`src/rtl/traffic_light_fsm_if.sv`:
```
// rtl/traffic_light_fsm_if.sv - slow tick / pedestrian inputs and light outputs of the traffic light controller
// TLF_NIGHT_MODE_EN adds the night flash request.
interface traffic_light_fsm_if;
  logic       slow_clk;
  logic       ped_req;
`ifdef TLF_NIGHT_MODE_EN
  logic       night;
`endif
  logic [2:0] main_lights;
  logic [2:0] side_lights;
  logic       walk;
  logic [2:0] state_o;
  logic       tick_o;

  modport master (
`ifdef TLF_NIGHT_MODE_EN
    output night,
`endif
    output slow_clk, ped_req,
    input  main_lights, side_lights, walk, state_o, tick_o
  );

  modport slave (
`ifdef TLF_NIGHT_MODE_EN
    input  night,
`endif
    input  slow_clk, ped_req,
    output main_lights, side_lights, walk, state_o, tick_o
  );
endinterface

```
`src/rtl/traffic_light_fsm.sv`:
```
// rtl/traffic_light_fsm.sv - timed two-road traffic light with pedestrian request, stepped by slow_clk edges
// TLF_NIGHT_MODE_EN enables the night FLASH state and blink flop.
module traffic_light_fsm #(
  parameter int G_TIME = 8,
  parameter int MIN_G  = 3,
  parameter int S_TIME = 6,
  parameter int Y_TIME = 2,
  parameter int R_TIME = 1
) (
  input logic              in_clk,
  input logic              reset,
  traffic_light_fsm_if.slave bus
);

  typedef enum logic [2:0] {
    MAIN_GREEN  = 3'd0,
    MAIN_YELLOW = 3'd1,
    ALL_RED1    = 3'd2,
    SIDE_GREEN  = 3'd3,
    SIDE_YELLOW = 3'd4,
    ALL_RED2    = 3'd5
`ifdef TLF_NIGHT_MODE_EN
    , FLASH     = 3'd6
`endif
  } state_t;

  localparam logic [7:0] G_LAST   = 8'(G_TIME - 1);
  localparam logic [7:0] MIN_LAST = 8'(MIN_G - 1);
  localparam logic [7:0] S_LAST   = 8'(S_TIME - 1);
  localparam logic [7:0] Y_LAST   = 8'(Y_TIME - 1);
  localparam logic [7:0] R_LAST   = 8'(R_TIME - 1);

  state_t     state, state_nxt, go;
  logic [7:0] tcnt, tcnt_nxt;
  logic       slow_q, tick, ped_pending, ped_nxt, done, legal;
`ifdef TLF_NIGHT_MODE_EN
  logic       blink, blink_nxt;
`endif

  assign tick = bus.slow_clk & ~slow_q;

  always_ff @(posedge in_clk or posedge reset) begin
    if (reset) begin
      state       <= ALL_RED2;
      tcnt        <= '0;
      slow_q      <= 1'b0;
      ped_pending <= 1'b0;
`ifdef TLF_NIGHT_MODE_EN
      blink       <= 1'b0;
`endif
    end else begin
      state       <= state_nxt;
      tcnt        <= tcnt_nxt;
      slow_q      <= bus.slow_clk;
      ped_pending <= ped_nxt;
`ifdef TLF_NIGHT_MODE_EN
      blink       <= blink_nxt;
`endif
    end
  end

  always_comb begin
    state_nxt = state;
    tcnt_nxt  = tcnt;
    go        = ALL_RED2;
    done      = 1'b0;
    legal     = 1'b1;
`ifdef TLF_NIGHT_MODE_EN
    blink_nxt = blink;
`endif
    case (state)
      MAIN_GREEN: begin
        // Pending request may cut green short once the minimum has elapsed.
        done = (tcnt == G_LAST) || (ped_pending && (tcnt >= MIN_LAST));
        go   = MAIN_YELLOW;
      end
      MAIN_YELLOW: begin done = (tcnt == Y_LAST); go = ALL_RED1;    end
      ALL_RED1:    begin done = (tcnt == R_LAST); go = SIDE_GREEN;  end
      SIDE_GREEN:  begin done = (tcnt == S_LAST); go = SIDE_YELLOW; end
      SIDE_YELLOW: begin done = (tcnt == Y_LAST); go = ALL_RED2;    end
      ALL_RED2:    begin done = (tcnt == R_LAST); go = MAIN_GREEN;  end
`ifdef TLF_NIGHT_MODE_EN
      FLASH:       begin done = 1'b0;             go = FLASH;       end
`endif
      default:     legal = 1'b0;
    endcase

    if (!legal) begin
      state_nxt = ALL_RED2;
      tcnt_nxt  = '0;
    end else if (tick) begin
`ifdef TLF_NIGHT_MODE_EN
      if (bus.night) begin
        blink_nxt = (state == FLASH) ? ~blink : 1'b0;
        state_nxt = FLASH;
        tcnt_nxt  = '0;
      end else if (state == FLASH) begin
        state_nxt = ALL_RED2;
        tcnt_nxt  = '0;
      end else
`endif
      if (done) begin
        state_nxt = go;
        tcnt_nxt  = '0;
      end else begin
        tcnt_nxt  = tcnt + 8'd1;
      end
    end

    ped_nxt = bus.ped_req |
              (ped_pending & ~((state_nxt == SIDE_GREEN) && (state != SIDE_GREEN)));
  end

  always_comb begin
    bus.main_lights = 3'b100;
    bus.side_lights = 3'b100;
    bus.walk        = 1'b0;
    case (state)
      MAIN_GREEN:  bus.main_lights = 3'b001;
      MAIN_YELLOW: bus.main_lights = 3'b010;
      SIDE_GREEN:  begin bus.side_lights = 3'b001; bus.walk = 1'b1; end
      SIDE_YELLOW: bus.side_lights = 3'b010;
`ifdef TLF_NIGHT_MODE_EN
      FLASH: begin
        bus.main_lights = {1'b0, blink, 1'b0};
        bus.side_lights = {blink, 2'b00};
      end
`endif
      default: ;
    endcase
  end

  assign bus.state_o = state;
  assign bus.tick_o  = tick;

endmodule
```
`src/flat_wrapper.sv`:
```
// flat-port wrapper written by rule: the top's interface ports become plain ports
module traffic_light_fsm_flat 
#(
  parameter int G_TIME = 8,
  parameter int MIN_G  = 3,
  parameter int S_TIME = 6,
  parameter int Y_TIME = 2,
  parameter int R_TIME = 1
)
  (in_clk, reset, bus_slow_clk, bus_ped_req, bus_main_lights, bus_side_lights, bus_walk, bus_state_o, bus_tick_o);
  traffic_light_fsm_if bus_i ();
  input logic in_clk;
  input logic reset;
  input wire logic [$bits(bus_i.slow_clk)-1:0] bus_slow_clk;
  input wire logic [$bits(bus_i.ped_req)-1:0] bus_ped_req;
  output wire logic [$bits(bus_i.main_lights)-1:0] bus_main_lights;
  output wire logic [$bits(bus_i.side_lights)-1:0] bus_side_lights;
  output wire logic [$bits(bus_i.walk)-1:0] bus_walk;
  output wire logic [$bits(bus_i.state_o)-1:0] bus_state_o;
  output wire logic [$bits(bus_i.tick_o)-1:0] bus_tick_o;
  assign bus_i.slow_clk = bus_slow_clk;
  assign bus_i.ped_req = bus_ped_req;
  assign bus_main_lights = bus_i.main_lights;
  assign bus_side_lights = bus_i.side_lights;
  assign bus_walk = bus_i.walk;
  assign bus_state_o = bus_i.state_o;
  assign bus_tick_o = bus_i.tick_o;
  traffic_light_fsm #(.G_TIME(G_TIME), .MIN_G(MIN_G), .S_TIME(S_TIME), .Y_TIME(Y_TIME), .R_TIME(R_TIME)) u_core (.in_clk(in_clk), .reset(reset), .bus(bus_i));
endmodule
```
`config.mk`:
```
export PLATFORM = sky130hd
export DESIGN_NAME = traffic_light_fsm_flat
export DESIGN_NICKNAME = d
export VERILOG_FILES = /design/src/rtl/traffic_light_fsm_if.sv /design/src/rtl/traffic_light_fsm.sv /design/src/flat_wrapper.sv
export SDC_FILE = /design/constraint.sdc
export NUM_CORES = 1
export LEC_CHECK = 0
export BUFFER_PORTS_ARGS = -buffer_cell sky130_fd_sc_hd__clkbuf_2
export CORE_MARGIN = 2
export CORE_UTILIZATION = 48
export CTS_BUF_LIST = sky130_fd_sc_hd__clkbuf_2 sky130_fd_sc_hd__clkbuf_4 sky130_fd_sc_hd__clkbuf_8
export DETAILED_ROUTE_END_ITERATION = 8
export PLACE_DENSITY = 0.7
export SLEW_MARGIN = 20
export SYNTH_ARGS = -nofsm -noshare
export SYNTH_HDL_FRONTEND = slang
export SYNTH_SLANG_ARGS = --single-unit
```
`constraint.sdc`:
```
create_clock -name in_clk -period 5 [get_ports in_clk]
set_input_delay 1 -clock in_clk [delete_from_list [all_inputs] [get_ports in_clk]]
set_output_delay 1 -clock in_clk [all_outputs]
set_load 0.03 [all_outputs]
```
### Word level (Yosys, flattened, before mapping)

Index checks and enable logic that the tools add are counted.

* register bits: 13
* input bits: 4
* output and inout bits: 11

* $add $sub $neg: 1
* magnitude comparators: 1
* eq/ne operators: 11
* mux-type cells: 12
* bitwise gates (word level): 5
* reductions and logical operators: 8

Operators with widths (number)
* $mux 8: 3
* $eq 8x3->1 const B: 2
* $pmux 3 s5: 1
* $pmux 3 s2: 2
* $eq 3x2->1 const B: 3
* $mux 3: 3
* $add 8x1->8 const B: 1
* $eq 8x1->1 const B: 1
* $ge 8x2->1 const B: 1
* $logic_not 8->1: 1
* $eq 3x3->1 const B: 2
* $reduce_or 6->1: 1
* $pmux 1 s4: 1
* $reduce_or 2->1: 2
* $eq 3x1->1 const B: 1
* $logic_not 3->1: 1
* $ne 3x2->1 const B: 1
* $and 1x1->1: 2
* $logic_and 1x1->1: 2
* $mux 1: 2
* $ne 2x2->1 const B: 1
* $not 1->1: 2
* $logic_or 1x1->1: 1
* $or 1x1->1: 1

### Logic depth before layout (Yosys ltp)

* word-level depth: 12
* gate-level depth with buffers: 7

### Worst setup path before layout

OpenSTA, ideal clock, no wires.

* kind: reg-to-output
* start point: register u_core.state[2] (netlist: u_core.bus.state_o[2])
* end point: output bus_side_lights[2]
* data arrival time: 1.943 ns
* data required time: 4.000 ns
* slack: 2.057 ns
* cell stages (with the launch flop): 4
* path buffers: 1
* path through: dfstp_2 -> buf_6 -> nor3b_1 -> nor2_1

* cells in the longest elaborated chain, start to end: 2
* elaborated cells on any way between the ends: 3
* classes of those cells: eq/ne (2); mux (1)

RTL lines
* from (decl): RTL line traffic_light_fsm.sv:33 `state_t state, state_nxt, go;`
* from (signal assigned): RTL line traffic_light_fsm.sv:52 `state <= state_nxt;`
* $eq 3x3->1 or $eq 3x2->1 (tied branches): RTL line traffic_light_fsm.sv:118 `case (state)`
* $pmux 3 s2 (*): RTL line traffic_light_fsm.sv:118
* to (decl): RTL line flat_wrapper.sv:17 `output wire logic [$bits(bus_i.side_lights)-1:0] bus_side_lights;`

Mark *: on every way between the ends. The rest lies on a longest branch, timed or not.

### Final worst setup path

* start point: input bus_slow_clk
* end point: output bus_tick_o

* cells in the longest elaborated chain, start to end: 1

RTL lines
* from (decl): RTL line flat_wrapper.sv:14 `input wire logic [$bits(bus_i.slow_clk)-1:0] bus_slow_clk;`
* $and 1x1->1: RTL line traffic_light_fsm.sv:40 `assign tick = bus.slow_clk & ~slow_q;`
* to (decl): RTL line flat_wrapper.sv:20 `output wire logic [$bits(bus_i.tick_o)-1:0] bus_tick_o;`

Every way passes these cells.

==> flow_metrics.env <==
export IMPL_switching_share_pct=51.7
export IMPL_cp_start_kind="primary input"
export IMPL_critPathKind="in2out"
export IMPL_yosys_top_cells_area="dfrtp_1 (29%), dfstp_2 (5.6%), ha_1 (5.3%)"
export IMPL_arrival_ns=1.70
export IMPL_layout_drive_gt1_share_pct=33.6
export IMPL_powerDensity_nw_per_um2=563
export IMPL_period_minus_slack_ns=2.70
export IMPL_clkPwrFrac_pct=11.2
export IMPL_antenna_found_initial=0
export IMPL_synth_compound_area_share_pct=22.5
export IMPL_cts_tree="built"
export IMPL_ys_seq_elements=13
export IMPL_finalHoldViolations=0
export IMPL_async_reset_ff_share_pct=100
export IMPL_synth_area_per_cell_um2=10.1
export IMPL_io_pins=15
export IMPL_port_buffers=14
export IMPL_crit_fanout=5
export IMPL_final_max_slew_viol_count=0
export IMPL_reg2regPathDepth=7
export IMPL_hp_start="u_core.ped_pending"
export IMPL_cap_violations=0
export IMPL_yosys_top_cells_count="dfrtp_1 (11), nor2_1 (10), nand2_1 (7), a22o_1 (5), o21ai_1 (5)"
export IMPL_max_slew_margin_pct=66.6
export IMPL_globalplace_congestion=0.777
export IMPL_grt_pass1_wl_um=3350
export IMPL_ant_nets=0
export IMPL_yosys_area_share_xor_xnor_pct=0.928
export IMPL_start_util_pct=49.6
export IMPL_synth_nets=101
export IMPL_ir_drop_mv=0.346
export IMPL_fin_cells=134
export IMPL_clock_sinks=13
export IMPL_grt_usage_pct=18.3
export IMPL_place_ws_ns=2.29
export IMPL_synthFlopType="dfrtp_1"
export IMPL_combPwrFrac_pct=55.1
export IMPL_path_clk_slew_ns=0.08
export IMPL_yosysUniqueCellTypes=42
export IMPL_grt_pass1_vias=730
export IMPL_min_to="u_core.ped_pending"
export IMPL_status="finished, final reports clean"
export IMPL_period_share_pct=54.0
export IMPL_clk_path_buf_depth=2
export IMPL_hold_depth=1
export IMPL_core_area_um2=1900
export IMPL_rsz0062_at_grt="no"
export IMPL_vias=758
export IMPL_syn_to_final_growth_pct=9.55
export IMPL_hp_class="reg2reg"
export IMPL_finalSetupViolCount=0
export IMPL_grt_ovfl_total=0
export IMPL_die_w_um=48.3
export IMPL_grt_max_degree=15
export IMPL_worst_endpoint_required_ns=4.00
export IMPL_first_iter_violations=19
export IMPL_syn_inst=93
export IMPL_viasPerCell=5.66
export IMPL_synth_top_family_by_area="simple AND/OR/NAND/NOR gates"
export IMPL_wire_per_inst_um=14.2
export IMPL_design_die_area_um2=2340
export IMPL_skew_ns=0.00514
export IMPL_synth_edf_count=0
export IMPL_tns_ns=0
export IMPL_yosysMostFrequentCell="dfrtp_1"
export IMPL_die_y_um=48.3
export IMPL_synth_seq_area_share_pct=34.7
export IMPL_clk_latency_ns=0.27
export IMPL_fin_ws_ns=2.30
export IMPL_pwr_share_seq_pct=33.7
export IMPL_fmax_ghz=0.370
export IMPL_htreeDepth=1
export IMPL_synth_area_leader_cell="dfrtp_1"
export IMPL_design_area_um2=1030
export IMPL_rr_endpoint="u_core.bus.state_o[2]"
export IMPL_post_cts_buffers=0
export IMPL_tightest_slew_ns=0.500
export IMPL_synth_area_um2=943
export IMPL_yosysTopAreaCellShare_pct=29.2
export IMPL_r2r_start="u_core.tcnt[0]"
export IMPL_drtPass1Iterations=4
export IMPL_ys_warn_count=0
export IMPL_cts_buffers=3
export IMPL_cts_root_buf="clkbuf_4"
export IMPL_p_sw_mw=0.301
export IMPL_hold_buffers=0
export IMPL_synth_adder_area_share_pct=5.31
export IMPL_p_int_mw=0.281
export IMPL_dp_hpwl_um=1410
export IMPL_crit_path_end_kind="output pin"
export IMPL_rrSetupSlack_ns=2.84
export IMPL_post_cts_resized=0
export IMPL_postPlaceCellArea_um2=1010
export IMPL_nets=116
export IMPL_n_antenna_cell=0
export IMPL_drt_total_wl_um=1910
export IMPL_yosys_area_share_simple_pct=27.9
export IMPL_std_cell_rows=16
export IMPL_drc=0
export IMPL_dp_cells=130
export IMPL_muxShareOfSynthArea_pct=2.65
export IMPL_p_leak_nw=0.461
worst max-delay path by stage:
stage / startpoint / to / slack, ns / depth (start not counted)
2_1_floorplan: u_core.bus.state_o[2] / bus_side_lights[2] / 2.06 / 3
6_report: bus_slow_clk / bus_tick_o / 2.30 / 3
5_1_grt: bus_slow_clk / bus_tick_o / 2.24 / 3
4_1_cts: bus_slow_clk / bus_tick_o / 2.29 / 3
3_3_place_gp: bus_slow_clk / bus_tick_o / 2.33 / 3
3_5_place_dp: bus_slow_clk / bus_tick_o / 2.29 / 3
metal layers:
metal  vias to the layer above  global-route usage, %  share of wire (%)
met4                         0                   12.4                2.8
li1                        366                      -                  -
met5                         -                      0                  0
met3                         6                   2.78                3.7
met1                       366                   23.5                 46
met2                        20                   28.7                 47
critical path, stage by stage:
cell      delay, ns
clkbuf_2       0.08
nor2b_1        0.34
clkbuf_2       0.28
sequential cells by signal, summed over array words and instances, names as in the netlist:
register	count
u_core.bus.state_o	3
u_core.ped_pending	1
u_core.slow_q	1
u_core.tcnt	8
metrics by stage:
stage | utilization [%] | power (mW) | hold slack [ns]
floorplan | - | 0.467 | 0.441
global placement | 52.9 | 0.513 | 0.455
detailed placement | 52.9 | 0.519 | 0.462
CTS | 54.3 | 0.586 | 0.481
global route | 54.3 | 0.626 | 0.518
finish | 54.3 | 0.582 | 0.476
area by class of cell:
cell class | instances | area [um2]
Clock buffer | 3 | 22.5
Clock inverter | 1 | 5.00
Fill cell | 178 | 868
Inverter | 4 | 15.0
Multi-Input combinational cell | 72 | 559
Sequential cell | 13 | 328
Tap cell | 27 | 33.8
Timing Repair Buffer | 14 | 70.1
power by group through the flow:
stage | Combinational [mW] | Sequential, mW | Clock [mW]
4_1_cts | 0.321 | 0.197 | 0.0675
5_1_grt | 0.347 | 0.205 | 0.0741
3_5_place_dp | 0.320 | 0.199 | 0
2_1_floorplan | 0.283 | 0.184 | 0
3_3_place_gp | 0.316 | 0.196 | 0
6_report | 0.321 | 0.196 | 0.0653
cell usage in the layout, fill, tap and decap left out, drive strengths merged:
master,count
xor2,1
dfstp,2
mux2i,1
o2111ai,1
o31ai,2
nor4b,1
nor2b,3
a21oi,2
dfrtp,11
o21ai,6
nor4,1
and3,3
nand2,7
nor2,11
a211o,1
nor3b,3
a41oi,1
nor3,3
o211ai,2
and2,1
nand2b,2
and2b,1
a22o,5
inv,4
a21o,1
and3b,1
clkbuf,17
a221o,1
clkinv,1
or4,2
or2,2
mux2,1
ha,4
nand3,1
nand4b,1
cells by family after synthesis:
logic type      count (synthesis)
compound gates                 22
xor+xnor                        1
fa+ha+maj                       4
buf+inv                         8
flops                          13
mux                             2
simple gates                   43
Power figures use the tool's default switching activity.
